`src/rtl/fetch_sequencer_pkg.sv`:
```
// -----------------------------------------------------------------------------
// fetch_sequencer_pkg
// Shared definitions for the instruction-fetch sequencer and the debug unit:
// state encodings (visible on the o_state debug port) and the command bytes
// accepted over the debug UART.
// -----------------------------------------------------------------------------
package fetch_sequencer_pkg;

   localparam int STATE_W = 3;

   typedef enum logic [STATE_W-1:0] {
      ST_IDLE = 3'd0,
      ST_LOAD = 3'd1,
      ST_RUN  = 3'd2,
      ST_STEP = 3'd3,
      ST_DONE = 3'd4
   } state_t;

   localparam logic [7:0] CMD_LOAD  = 8'h4C;  // 'L'
   localparam logic [7:0] CMD_CONT  = 8'h43;  // 'C'
   localparam logic [7:0] CMD_STEP  = 8'h53;  // 'S'
   localparam logic [7:0] CMD_NEXT  = 8'h4E;  // 'N'
   localparam logic [7:0] CMD_RESET = 8'h52;  // 'R'

   // True when a received byte is present this cycle and equals the command.
   function automatic logic is_cmd(input logic vld, input logic [7:0] rx_byte,
                                   input logic [7:0] cmd);
      return vld && (rx_byte == cmd);
   endfunction

endpackage

```
`src/rtl/fetch_sequencer_if.sv`:
```
// -----------------------------------------------------------------------------
// fetch_sequencer_if
// Bundles the sequencer's bus signals: UART RX byte stream, the instruction
// seen by the fetch stage, PC control, instruction-memory write port and the
// debug/status outputs.
//   master : the sequencer (drives o_*, samples i_*)
//   slave  : the environment (UART, fetch stage, memory, debug unit)
// -----------------------------------------------------------------------------
interface fetch_sequencer_if
   import fetch_sequencer_pkg::*;
#(
   parameter int LEN    = 32,
   parameter int ADDR_W = 11
);
   logic [7:0]         i_rx_data;
   logic               i_rx_valid;
   logic [LEN-1:0]     i_instruccion;
   logic               o_pc_enable;
   logic               o_pc_flush;
   logic               o_imem_we;
   logic [ADDR_W-1:0]  o_imem_addr;
   logic [LEN-1:0]     o_imem_data;
   logic [STATE_W-1:0] o_state;
   logic               o_load_ovf;
   logic [LEN-1:0]     o_cycle_count;

   modport master (
      input  i_rx_data, i_rx_valid, i_instruccion,
      output o_pc_enable, o_pc_flush, o_imem_we, o_imem_addr, o_imem_data,
             o_state, o_load_ovf, o_cycle_count
   );

   modport slave (
      output i_rx_data, i_rx_valid, i_instruccion,
      input  o_pc_enable, o_pc_flush, o_imem_we, o_imem_addr, o_imem_data,
             o_state, o_load_ovf, o_cycle_count
   );
endinterface

```
`src/rtl/fetch_sequencer_word_assembler.sv`:
```
// -----------------------------------------------------------------------------
// fetch_sequencer_word_assembler
// Packs a byte stream MSB-first into LEN-bit words.
//   i_clk, i_rst   : clock, async active-high reset
//   i_clear        : restart packing at byte 0 (start of a load)
//   i_byte/i_valid : incoming byte and its strobe
//   o_word         : word being assembled (complete while o_word_valid=1)
//   o_word_valid   : one-cycle pulse, the cycle after the last byte's strobe
// -----------------------------------------------------------------------------
module fetch_sequencer_word_assembler #(
   parameter int LEN = 32
) (
   input  logic           i_clk,
   input  logic           i_rst,
   input  logic           i_clear,
   input  logic [7:0]     i_byte,
   input  logic           i_valid,
   output logic [LEN-1:0] o_word,
   output logic           o_word_valid
);
   localparam int BYTES = LEN / 8;
   localparam int BC_W  = (BYTES > 1) ? $clog2(BYTES) : 1;
   localparam logic [BC_W-1:0] LAST_BYTE = BC_W'(BYTES - 1);

   logic [BC_W-1:0] byte_ctr;
   logic [LEN-1:0]  shift_reg;
   logic            word_valid;

   always_ff @(posedge i_clk or posedge i_rst) begin
      if (i_rst) begin
         byte_ctr   <= '0;
         shift_reg  <= '0;
         word_valid <= 1'b0;
      end else begin
         word_valid <= 1'b0;
         if (i_clear) begin
            byte_ctr <= '0;
         end else if (i_valid) begin
            // Earlier bytes move toward the MSB end, so the first byte ends up on top.
            shift_reg <= (shift_reg << 8) | LEN'(i_byte);
            if (byte_ctr == LAST_BYTE) begin
               byte_ctr   <= '0;
               word_valid <= 1'b1;
            end else begin
               byte_ctr <= byte_ctr + 1'b1;
            end
         end
      end
   end

   assign o_word       = shift_reg;
   assign o_word_valid = word_valid;

endmodule

```
`src/rtl/fetch_sequencer.sv`:
```
// -----------------------------------------------------------------------------
// fetch_sequencer
// Instruction-fetch controller. Loads instruction memory from the debug UART
// byte stream, then runs the fetch stage continuously ('C') or one instruction
// per 'N' in step mode ('S'). Stops on HALT_WORD; 'R' in DONE flushes the PC.
//   i_clk, i_rst        : clock, async active-high reset
//   bus.i_rx_data/valid : received UART byte and strobe
//   bus.i_instruccion   : instruction currently presented by the fetch stage
//   bus.o_pc_enable     : PC may advance this cycle
//   bus.o_pc_flush      : one-cycle pulse, PC back to 0
//   bus.o_imem_we/addr/data : instruction-memory write port
//   bus.o_state         : current FSM state (debug)
//   bus.o_load_ovf      : sticky, a load word was dropped because memory was full
//   bus.o_cycle_count   : cycles with o_pc_enable=1 since the last flush
// -----------------------------------------------------------------------------
module fetch_sequencer
   import fetch_sequencer_pkg::*;
#(
   parameter int             LEN       = 32,
   parameter int             ADDR_W    = 11,
   parameter logic [LEN-1:0] HALT_WORD = {LEN{1'b1}}
) (
   input logic               i_clk,
   input logic               i_rst,
   fetch_sequencer_if.master bus
);
   localparam logic [ADDR_W-1:0] ADDR_MAX = {ADDR_W{1'b1}};

   state_t             state, state_nx;
   logic [ADDR_W-1:0]  addr_ctr;
   logic               addr_full;
   logic               load_ovf;
   logic               step_flag;
   logic [LEN-1:0]     cycle_cnt;

   logic [LEN-1:0]     word;
   logic               word_valid;
   logic               asm_clear, asm_valid;
   logic               pc_enable, pc_flush, imem_we;
   logic               load_start, ovf_set, step_set, step_clr;
   logic               instr_halt, word_halt;

   fetch_sequencer_word_assembler #(.LEN(LEN)) u_asm (
      .i_clk        (i_clk),
      .i_rst        (i_rst),
      .i_clear      (asm_clear),
      .i_byte       (bus.i_rx_data),
      .i_valid      (asm_valid),
      .o_word       (word),
      .o_word_valid (word_valid)
   );

   always_ff @(posedge i_clk or posedge i_rst) begin
      if (i_rst) state <= ST_IDLE;
      else       state <= state_nx;
   end

   always_comb begin
      state_nx   = state;
      pc_enable  = 1'b0;
      pc_flush   = 1'b0;
      imem_we    = 1'b0;
      asm_clear  = 1'b0;
      asm_valid  = 1'b0;
      load_start = 1'b0;
      ovf_set    = 1'b0;
      step_set   = 1'b0;
      step_clr   = 1'b0;
      instr_halt = (bus.i_instruccion == HALT_WORD);
      word_halt  = (word == HALT_WORD);
      case (state)
         ST_IDLE: begin
            if (is_cmd(bus.i_rx_valid, bus.i_rx_data, CMD_LOAD)) begin
               state_nx   = ST_LOAD;
               asm_clear  = 1'b1;
               load_start = 1'b1;
            end else if (is_cmd(bus.i_rx_valid, bus.i_rx_data, CMD_CONT)) begin
               state_nx = ST_RUN;
            end else if (is_cmd(bus.i_rx_valid, bus.i_rx_data, CMD_STEP)) begin
               state_nx = ST_STEP;
            end
         end
         ST_LOAD: begin
            // A byte arriving alongside the final HALT write belongs to the next
            // command, not to a new word.
            asm_valid = bus.i_rx_valid && !(word_valid && word_halt);
            if (word_valid) begin
               if (addr_full) ovf_set = 1'b1;
               else           imem_we = 1'b1;
               if (word_halt) state_nx = ST_IDLE;
            end
         end
         ST_RUN: begin
            if (instr_halt) state_nx  = ST_DONE;
            else            pc_enable = 1'b1;
         end
         ST_STEP: begin
            if (step_flag) begin
               step_clr = 1'b1;
               if (instr_halt) state_nx  = ST_DONE;
               else            pc_enable = 1'b1;
            end else if (is_cmd(bus.i_rx_valid, bus.i_rx_data, CMD_NEXT)) begin
               step_set = 1'b1;
            end
         end
         ST_DONE: begin
            if (is_cmd(bus.i_rx_valid, bus.i_rx_data, CMD_RESET)) begin
               pc_flush = 1'b1;
               state_nx = ST_IDLE;
            end
         end
         default: state_nx = ST_IDLE;
      endcase
   end

   always_ff @(posedge i_clk or posedge i_rst) begin
      if (i_rst) begin
         addr_ctr  <= '0;
         addr_full <= 1'b0;
         load_ovf  <= 1'b0;
         step_flag <= 1'b0;
         cycle_cnt <= '0;
      end else begin
         if (load_start) begin
            addr_ctr  <= '0;
            addr_full <= 1'b0;
         end else if (imem_we) begin
            // The last slot saturates the counter instead of wrapping onto word 0.
            if (addr_ctr == ADDR_MAX) addr_full <= 1'b1;
            else                      addr_ctr  <= addr_ctr + 1'b1;
         end
         if (ovf_set) load_ovf <= 1'b1;
         if (step_clr)      step_flag <= 1'b0;
         else if (step_set) step_flag <= 1'b1;
         if (pc_flush)       cycle_cnt <= '0;
         else if (pc_enable) cycle_cnt <= cycle_cnt + 1'b1;
      end
   end

   assign bus.o_pc_enable   = pc_enable;
   assign bus.o_pc_flush    = pc_flush;
   assign bus.o_imem_we     = imem_we;
   assign bus.o_imem_addr   = addr_ctr;
   assign bus.o_imem_data   = word;
   assign bus.o_state       = state;
   assign bus.o_load_ovf    = load_ovf;
   assign bus.o_cycle_count = cycle_cnt;

endmodule

```
`src/flat_wrapper.sv`:
```
// flat-port wrapper written by rule: the top's interface ports become plain ports
module fetch_sequencer_flat import fetch_sequencer_pkg::*;
#(
   parameter int             LEN       = 32,
   parameter int             ADDR_W    = 11,
   parameter logic [LEN-1:0] HALT_WORD = {LEN{1'b1}}
)
  (i_clk, i_rst, bus_i_rx_data, bus_i_rx_valid, bus_i_instruccion, bus_o_pc_enable, bus_o_pc_flush, bus_o_imem_we, bus_o_imem_addr, bus_o_imem_data, bus_o_state, bus_o_load_ovf, bus_o_cycle_count);
  fetch_sequencer_if #(.LEN(LEN), .ADDR_W(ADDR_W)) bus_i ();
  input logic i_clk;
  input logic i_rst;
  input wire logic [$bits(bus_i.i_rx_data)-1:0] bus_i_rx_data;
  input wire logic [$bits(bus_i.i_rx_valid)-1:0] bus_i_rx_valid;
  input wire logic [$bits(bus_i.i_instruccion)-1:0] bus_i_instruccion;
  output wire logic [$bits(bus_i.o_pc_enable)-1:0] bus_o_pc_enable;
  output wire logic [$bits(bus_i.o_pc_flush)-1:0] bus_o_pc_flush;
  output wire logic [$bits(bus_i.o_imem_we)-1:0] bus_o_imem_we;
  output wire logic [$bits(bus_i.o_imem_addr)-1:0] bus_o_imem_addr;
  output wire logic [$bits(bus_i.o_imem_data)-1:0] bus_o_imem_data;
  output wire logic [$bits(bus_i.o_state)-1:0] bus_o_state;
  output wire logic [$bits(bus_i.o_load_ovf)-1:0] bus_o_load_ovf;
  output wire logic [$bits(bus_i.o_cycle_count)-1:0] bus_o_cycle_count;
  assign bus_i.i_rx_data = bus_i_rx_data;
  assign bus_i.i_rx_valid = bus_i_rx_valid;
  assign bus_i.i_instruccion = bus_i_instruccion;
  assign bus_o_pc_enable = bus_i.o_pc_enable;
  assign bus_o_pc_flush = bus_i.o_pc_flush;
  assign bus_o_imem_we = bus_i.o_imem_we;
  assign bus_o_imem_addr = bus_i.o_imem_addr;
  assign bus_o_imem_data = bus_i.o_imem_data;
  assign bus_o_state = bus_i.o_state;
  assign bus_o_load_ovf = bus_i.o_load_ovf;
  assign bus_o_cycle_count = bus_i.o_cycle_count;
  fetch_sequencer #(.LEN(LEN), .ADDR_W(ADDR_W), .HALT_WORD(HALT_WORD)) u_core (.i_clk(i_clk), .i_rst(i_rst), .bus(bus_i));
endmodule
```
`config.mk`:
```
export PLATFORM = sky130hd
export DESIGN_NAME = fetch_sequencer_flat
export DESIGN_NICKNAME = d
export VERILOG_FILES = /design/src/rtl/fetch_sequencer_pkg.sv /design/src/rtl/fetch_sequencer_if.sv /design/src/rtl/fetch_sequencer_word_assembler.sv /design/src/rtl/fetch_sequencer.sv /design/src/flat_wrapper.sv
export SDC_FILE = /design/constraint.sdc
export NUM_CORES = 1
export LEC_CHECK = 0
export CORE_MARGIN = 1.5
export CORE_UTILIZATION = 49
export CTS_BUF_LIST = sky130_fd_sc_hd__clkbuf_2 sky130_fd_sc_hd__clkbuf_4 sky130_fd_sc_hd__clkbuf_8
export DETAILED_ROUTE_END_ITERATION = 7
export HOLD_SLACK_MARGIN = 0.15
export PLACE_DENSITY = 0.89
export SLEW_MARGIN = 20
export SYNTH_ARGS = -nofsm -noshare
export SYNTH_HDL_FRONTEND = slang
export SYNTH_SLANG_ARGS = --single-unit
```
`constraint.sdc`:
```
create_clock -name i_clk -period 3 [get_ports i_clk]
set_input_delay 0.3 -clock i_clk [delete_from_list [all_inputs] [get_ports i_clk]]
set_output_delay 0.3 -clock i_clk [all_outputs]
set_load 0.005 [all_outputs]
```
# Word-level counts from Yosys, hierarchy flattened
# Index checks and enable logic that the tools add are counted.
# op_classes
reduce_logical	18
n_mux	44
bitwise_logic	2
add_sub_neg	3
n_eq_ne	19
# ops
operator	n
$eq A32 B32 Y1 const B	2
$mux W32	2
$eq A8 B7 Y1 const B	5
$mux W11	3
$add A32 B1 Y32 const B	1
$or A32 B8 Y32	1
$mux W1	26
$mux W3	8
$pmux W3 S5	1
$add A11 B1 Y11 const B	1
$eq A11 B11 Y1 const B	1
$reduce_bool A2 Y1	5
$ne A2 B1 Y1 const B	4
$logic_and A1 B1 Y1	7
$eq A3 B2 Y1 const B	2
$mux W2	3
$reduce_and A2 Y1	3
$reduce_and A5 Y1	1
$ne A4 B1 Y1 const B	1
$eq A3 B1 Y1 const B	1
$eq A3 B3 Y1 const B	1
$logic_not A3 Y1	1
$add A2 B1 Y2 const B	1
$eq A2 B2 Y1 const B	1
4 further kinds	4
# word_totals
word_cells	95
register_bits	84
inputBits	43

# Depth between registers and ports, before layout
# Gate-level depths: netlist of the first run.
# logic_depth
ltp_word	7
mapped_depth	6

# Hierarchy
# A second synthesis of the first run with hierarchy kept.
# hier_totals
hier_cells	400
hier_area_um2	4418.0
# by_module_without_submodules
mod	cells_per_inst	seq_area_each_um2	area_each_um2	n_inst
fetch_sequencer	319	1226.2	2937.8	1
fetch_sequencer_word_assembler	81	875.8	1480.2	1

# Worst setup path after synthesis of the first run
# No wires, ideal clock.
# synth_path
path_type	register -> register
start	register u_core.cycle_cnt[0], in the netlist u_core.bus.o_cycle_count[0]
end	register u_core.cycle_cnt[28], in the netlist u_core.bus.o_cycle_count[28]
arrival_time_ns	1.763
setup_time_ns	0.120
period_less_slack_ns	1.884
path_buffers	0
required_time_ns	2.880
path_stages_with_launch	7
slack_ns	1.116
cell_sequence	dfrtp_1 ha_1 and3_1 nand3_1 a2111oi_4 a31oi_1 a41o_1
# synth_via
elab_chain_len	3
# synth_lines
item	line_no	rtl
start, declared	fetch_sequencer.sv:34	logic [LEN-1:0] cycle_cnt;
start signal, assigned	fetch_sequencer.sv:136	else if (pc_enable) cycle_cnt <= cycle_cnt + 1'b1;
$add A32 B1 Y32	fetch_sequencer.sv:136	
$mux W32	fetch_sequencer.sv:136	
$mux W32	fetch_sequencer.sv:135	if (pc_flush) cycle_cnt <= '0;
# Every way passes these cells. The select of a mux whose other input is x is not followed.
# A chain may end at the register's enable or synchronous reset.

# Final worst setup path of the first run
# layout_path
start	register u_core.state[2], in the netlist u_core.bus.o_state[2]
end	output bus_o_pc_enable
# layout_via
elab_chain_len	2
elab_cells_between_ends	3
classes_between	eq/ne (2); mux (1)
# layout_lines
item	line_no	rtl
start, declared	fetch_sequencer.sv:29	state_t state, state_nx;
start signal, assigned	fetch_sequencer.sv:55	else state <= state_nx;
$eq A3 B2 Y1	fetch_sequencer.sv:71	case (state)
$pmux W1 S2 *	fetch_sequencer.sv:71	
end, declared	flat_wrapper.sv:15	output wire logic [$bits(bus_i.o_pc_enable)-1:0] bus_o_pc_enable;
# Mark *: on every way between the ends. The rest lies on a longest branch, timed or not.

==> metrics, run 1 <==
area grow syn2layout 38.74%; ys async rst share 100.0%; DR DRC count 0; post-synthesis instance total roughly 370; share of cells above drive strength 1 between 10% and 20%; Hold Crit Class in2async; PD cells a little over 500 nW/um2; setup TNS 0 ps; Hold Vio Cnt, Final 0; Seq cells post-synth 84; Slew @ Worst Pin approximately 660 ps; Worst Path Required between 2000 and 3000 ps; Via-to-Cell Ratio between 5 and 6; Initial Util around half; clock power share a little over a quarter; Die Area roughly 9000 um2; CP Capture Type output port; sequential share of power a little over 50%; R2R setup slack roughly 760 ps; status complete, no violations; Max-Cap Viols 0; min Tclk post-route between 2000 and 3000 ps; Top Ports ~130; Core Area a little over 8000 um2; first-pass GRT wire length 16130 um; Finished Layout Cells 610; vias in the first global route approximately 3400; CTS resizes 0; Post-Place Cell Area around 5500 um2; Clock Latency Late Sink roughly 340 ps; via count about 3500; clock skew 8.458 ps; Detailed Place HPWL approximately 7300 um; Post-CTS Repair Setup Buffers 0; synth warn 0; net load switching power roughly 780 uW; final core occ around 70%; total grt overflow 0; CTS HTree Levels 3; root buf cell clkbuf_8; Final setup viols 0; Gate power share approximately 23%; CTS buffer count 9; routability cong. between 0.8 and 0.9; Leak between 0.002 and 0.0025 uW; Clock Sinks 84; Max Fclk 395.1 MHz; fillcell total approximately 590; Detailed Routing Iterations Pass 1 4; clk slew on worst S/H paths 90 ps; ratio of final minimum period to clock period between 80% and 90%; CTS Hold Buffers Added 0; number of synthesized flops with an enable pin 0; finished layout cell area 5695 um2; CP Data Arrival Time ~2200 ps; DR WL/cell 16.45 um; Pint 2103 uW; synthesized area just over 4000 um2; Buffers on Ports ~120; Clock Tree Buf Depth 2; sequential fraction of the synthesis area between 50% and 60%; relative slew slack between 50% and 60%; area of the multi-input gates 1931 um2; die width around 95 um; dpl ws ~650 ps; Inserted Diodes 0; Die Y-Extent 94.53 um; most common cell in the netlist dfrtp_1; gr usage total 23.27%; Sequential Area 2102 um2; RSZ-0062 raised after global routing no; initial drt markers 142; Net Sw Frac a little over a quarter; initial antenna violation count 0; Slew Limit Fails 0; top_reg_cell synth dfrtp_1; Post-Syn Area per Cell ~11 um2; largest area contributor in the netlist dfrtp_1; setup ws final 469.2 ps; placed cell count ~590; Synth area leaders dfrtp_1, mux2_2, nand4_1; Synth cell types 49; Syn Nets 412; largest net degree at the start of global routing 54; routed wire length ~10000 um; reg2reg path depth 6; Worst VDD drop about 500 uV; Antenna Nets Post-Route 0; Post-synth top cells dfrtp_1, nand2_1, mux2_2, nor2_1, nand4_1; nets 546; CTS tree yes; critical setup path kind reg2out; startpoint types register; CP max FO 7; top cell type's share of synthesized area about half; Core Rows 33
[kinds of logic after synthesis]
family | count (synthesis) | synth area share, %
DFF | 84 | 51.20
muxes | 49 | 12.98
xor gates and xnor gates | 21 | 4.480
and+or+nand+nor | 157 | 21.27
AOI/OAI and AO/OA | 36 | 7.376
buffers and inverters | 16 | 1.768
adders and majority gates | 3 | 0.9145
[area by class of cell]
type	count	area share, %
clock buffers	11	2.658
clock inverters	5	0.6151
inverters	6	0.4174
multi-input cells	266	33.90
flip-flops and latches	84	36.91
well taps	105	2.307
repair buffers	133	23.20
[worst paths after layout]
kind | end | startpoint
worst max register to register | u_core.bus.o_cycle_count[28] | u_core.bus.o_cycle_count[0]
worst max-delay path | bus_o_pc_enable | u_core.bus.o_state[2]
worst min register to register | u_core.bus.o_load_ovf | u_core.bus.o_load_ovf
worst min-delay path | u_core.bus.o_imem_addr[8] | i_rst
min in group i_clk | u_core.bus.o_load_ovf | u_core.bus.o_load_ovf
max in group asynchronous | u_core.bus.o_cycle_count[21] | i_rst
[power groups by stage]
stage,Sequential [uW],Combinational [uW],Clock [uW]
4_1_cts,1460,675,771
6_report,1460,663,756
3_5_place_dp,1480,671,0
3_3_place_gp,1470,652,0
5_1_grt,1490,716,818
2_1_floorplan,1450,252,0
[layer usage]
metal | vias to the layer above | wire length [um] | GRT usage (%)
met5 | - | 0 | 0
li1 | 1625 | - | -
met1 | 1702 | 4181 | 29.77
met3 | 23 | 730 | 4.992
met2 | 134 | 4912 | 38.25
met4 | 0 | 211 | 9.826
[worst max-delay path, stage by stage, from the launching register on]
cell and delay, ps:
dfrtp_1 450, and2b_2 330, nand2_1 140, a21oi_2 370
clkdlybuf4s50_1 590
[metrics by stage]
step	total power, uW	hold WS (ps)
CTS	2907	331.8
global route	3022	364.1
floorplan	1703	445.6
detailed placement	2154	462.6
finish	2880	313.1
global placement	2124	470.0
[placed cells by master (no fill, tap or decap), types with 4 or more instances in the layout]
cell type,Yosys,routed
nand3_1,23,23
mux2_2,34,34
clkdlybuf4s50_1,0,124
a31oi_1,4,4
nand4_1,25,25
dfrtp_1,84,84
a21oi_1,6,6
and3_1,9,9
nor2_1,30,30
nand2_1,35,35
xor2_1,9,9
xnor2_1,12,12
clkbuf_8,0,11
and4_1,6,6
nor2b_1,4,4
a2111oi_0,7,7
inv_1,5,4
buf_4,1,8
mux2i_1,15,15
[state kept, by name (all words and copies together), names as in the netlist]
name / flops
u_core.bus.o_imem_addr: 11
u_core.bus.o_cycle_count: 32
u_core.step_flag: 1
u_core.u_asm.byte_ctr: 2
u_core.bus.o_state: 3
u_core.addr_full: 1
u_core.bus.o_load_ovf: 1
u_core.u_asm.o_word_valid: 1
u_core.u_asm.o_word: 32
Note: power is estimated with default switching activity, not from simulation.
==> run 2: changes to the inputs <==
==> constraint.sdc (replaced) <==
create_clock -name i_clk -period 2.5 [get_ports i_clk]
set_input_delay 0.25 -clock i_clk [delete_from_list [all_inputs] [get_ports i_clk]]
set_output_delay 0.25 -clock i_clk [all_outputs]
set_load 0.005 [all_outputs]
==> run 2 against run 1 <==
Via count is 0.14% lower. Clock power is 47% higher. Clock skew is 3.6 ps higher. Flip-flop and latch count stayed put. Critical endpoint is now bus_o_imem_we. Largest cell class unchanged. Highest routed layer unchanged.
==> metrics, run 2 (synthesis results as in run 1) <==
total grt overflow 0 (unchanged); first-pass GRT wire length 16300 um (+1.1%); RSZ-0062 raised after global routing no; Net Sw Frac 26.15% (-0.81 points); Buffers on Ports 124 (unchanged); Finished Layout Cells 613 (+0.49%); CTS buffer count 9 (unchanged); Slew Limit Fails 0 (unchanged); Hold Crit Class in2async; CTS Hold Buffers Added 0 (unchanged); Worst Path Required 2250 ps (-450 ps); CTS tree yes; setup TNS 0 ps (unchanged); Slowest cell on crit path clkdlybuf4s50_1; final core occ 70.74% (+1.1 points); Clock Tree Buf Depth 2 (unchanged); reg2reg path depth 6 (unchanged); Largest stage delay, worst path 530 ps (-60 ps); area grow syn2layout 40.87%; initial antenna violation count 0 (unchanged); Detailed Place HPWL 7442 um (+1.6%); initial drt markers 271 (+91%); Clock Sinks 84 (unchanged); DR WL/cell 16.76 um (+1.9%); Critical R2R Launch u_core.u_asm.o_word[10]; Inserted Diodes 0 (unchanged); min Tclk post-route between 2000 and 2500 ps; Via-to-Cell Ratio 5.675 (-0.63%); Max Fclk roughly 420 MHz; Post-Place Cell Area 5544 um2 (+0.64%); CP Data Arrival Time 2120 ps (-110 ps); Post-CTS Repair Setup Buffers 0 (unchanged); vias in the first global route 3354 (-0.80%); Die Y-Extent 94.53 um (unchanged); startpoint types register; via count 3479 (-0.14%); Clock Latency Late Sink 360 ps (+20 ps); nets 549 (+0.55%); clock power share 30.3% (+4.1 points); Leak 0.002261 uW (+1.8%); Die Area 8936 um2 (unchanged); clock skew 12.10 ps (+3.644 ps); Core Area 8175 um2 (unchanged); cells along the critical path nor4bb_1, buf_4, nor2b_1, clkdlybuf4s50_1; commonest cells after routing, fill and taps aside clkdlybuf4s50_1, dfrtp_1, nand2_1, mux2_2, nor2_1; DR DRC count 0 (unchanged); root buf cell clkbuf_8; critical setup path kind reg2out; Pint 2717 uW (+29%); Worst R2R End u_core.u_asm.o_word[0]; most common cell after layout, fill and taps aside clkdlybuf4s50_1; die width 94.53 um (unchanged); Initial Util 50.21% (unchanged); CP Capture Type output port; Final setup viols 0 (unchanged); CP max FO 7 (unchanged); CTS HTree Levels 3 (unchanged); Hold Vio Cnt, Final 0 (unchanged); hold slack 277.0 ps (-36.14 ps); relative slew slack 57.08% (+1.4 points); gr usage total 23.35% (+0.076 points); fillcell total 547 (-7.9%); largest net degree at the start of global routing 85 (+57%); status complete, no violations; finished layout cell area 5783 um2 (+1.5%); Detailed Routing Iterations Pass 1 4 (unchanged); net load switching power 962.1 uW (+24%); Top Ports 125 (unchanged); Antenna Nets Post-Route 0 (unchanged); share of cells above drive strength 1 14.76% (+0.51 points); Sequential Area 2102 um2 (unchanged); Max-Cap Viols 0 (unchanged); sequential share of power 47.7% (-3.0 points); Core Rows 33 (unchanged); placed cell count 597 (+0.51%); ratio of final minimum period to clock period approximately 95%; routability cong. 0.8489 (+1.5%); PD cells 636.2 nW/um2 (+26%); clk slew on worst S/H paths 100 ps (about the same); Gate power share 22.1% (-0.9 points); area of the multi-input gates 1938 um2 (+0.39%); Slew @ Worst Pin 627.5 ps (-35.48 ps); Worst VDD drop 529.8 uV (+8.2%); routed wire length 10270 um (+2.4%); R2R setup slack 330 ps (-430 ps)
run 2: cell types whose count changed in the layout (fill, tap and decap cells not counted), sizes merged:
cell | before | now
bufinv | 0 | 2
clkinv | 5 | 2
buf | 9 | 12
clkbuf | 11 | 10
inv | 5 | 7
run 2: final cells by class:
cell class              count  area share (%)
multi-input cells         266           33.51
clock buffers              10           2.380
well taps                 105           2.272
inverters                   6          0.4111
repair buffers            136           23.45
flip-flops and latches     84           36.35
clock inverters             6           1.623
run 2: worst max-delay path by stage:
stage	slack [ps]	depth (start not counted)	start	end
after global routing	50	4	u_core.bus.o_state[1]	bus_o_imem_we
after floorplan	80	1	i_rst	u_core.addr_full
final	130	4	u_core.bus.o_state[1]	bus_o_imem_we
after global placement	350	5	bus_i_instruccion[23]	bus_o_pc_enable
after detailed placement	310	7	bus_i_instruccion[5]	u_core.bus.o_cycle_count[25]
after CTS	80	4	u_core.bus.o_state[2]	bus_o_pc_enable
run 2: worst max-delay path: cells and delay by family, from the launching register on:
kind          cells  cell delay (ps)
flops             1              470
simple gates      2              580
buf+inv           2              720
run 2: power groups by stage:
stage / Combinational (uW) / Clock, uW / Sequential, uW
4_1_cts: 826 / 1130 / 1750
3_3_place_gp: 789 / 0 / 1770
6_report: 812 / 1110 / 1750
5_1_grt: 875 / 1190 / 1780
3_5_place_dp: 821 / 0 / 1780
2_1_floorplan: 302 / 0 / 1740
run 2: through the flow:
step                      setup slack (ps)  total power [uW]
after floorplan                      84.86              2044
after global placement               351.9              2555
after detailed placement             308.1              2598
after CTS                            84.09              3711
after global routing                 48.10              3842
final                                133.4              3679
run 2: what timing repair did:
| action | in CTS | in global routing |
|---|---|---|
| endpoints found under the hold margin | 0 | 0 |
| endpoints found under the setup margin | 0 | 1 |
| gates resized for setup | 0 | 1 |
run 2: routing by layer:
metal	part of all wire, %	wire, um	GRT usage (%)	up-vias
li1	-	-	-	1628
met1	42	4356	31.60	1718
met2	49	5047	36.93	116
met3	6.4	662	4.428	17
met4	2.0	208	9.701	0
met5	0	0	0	-
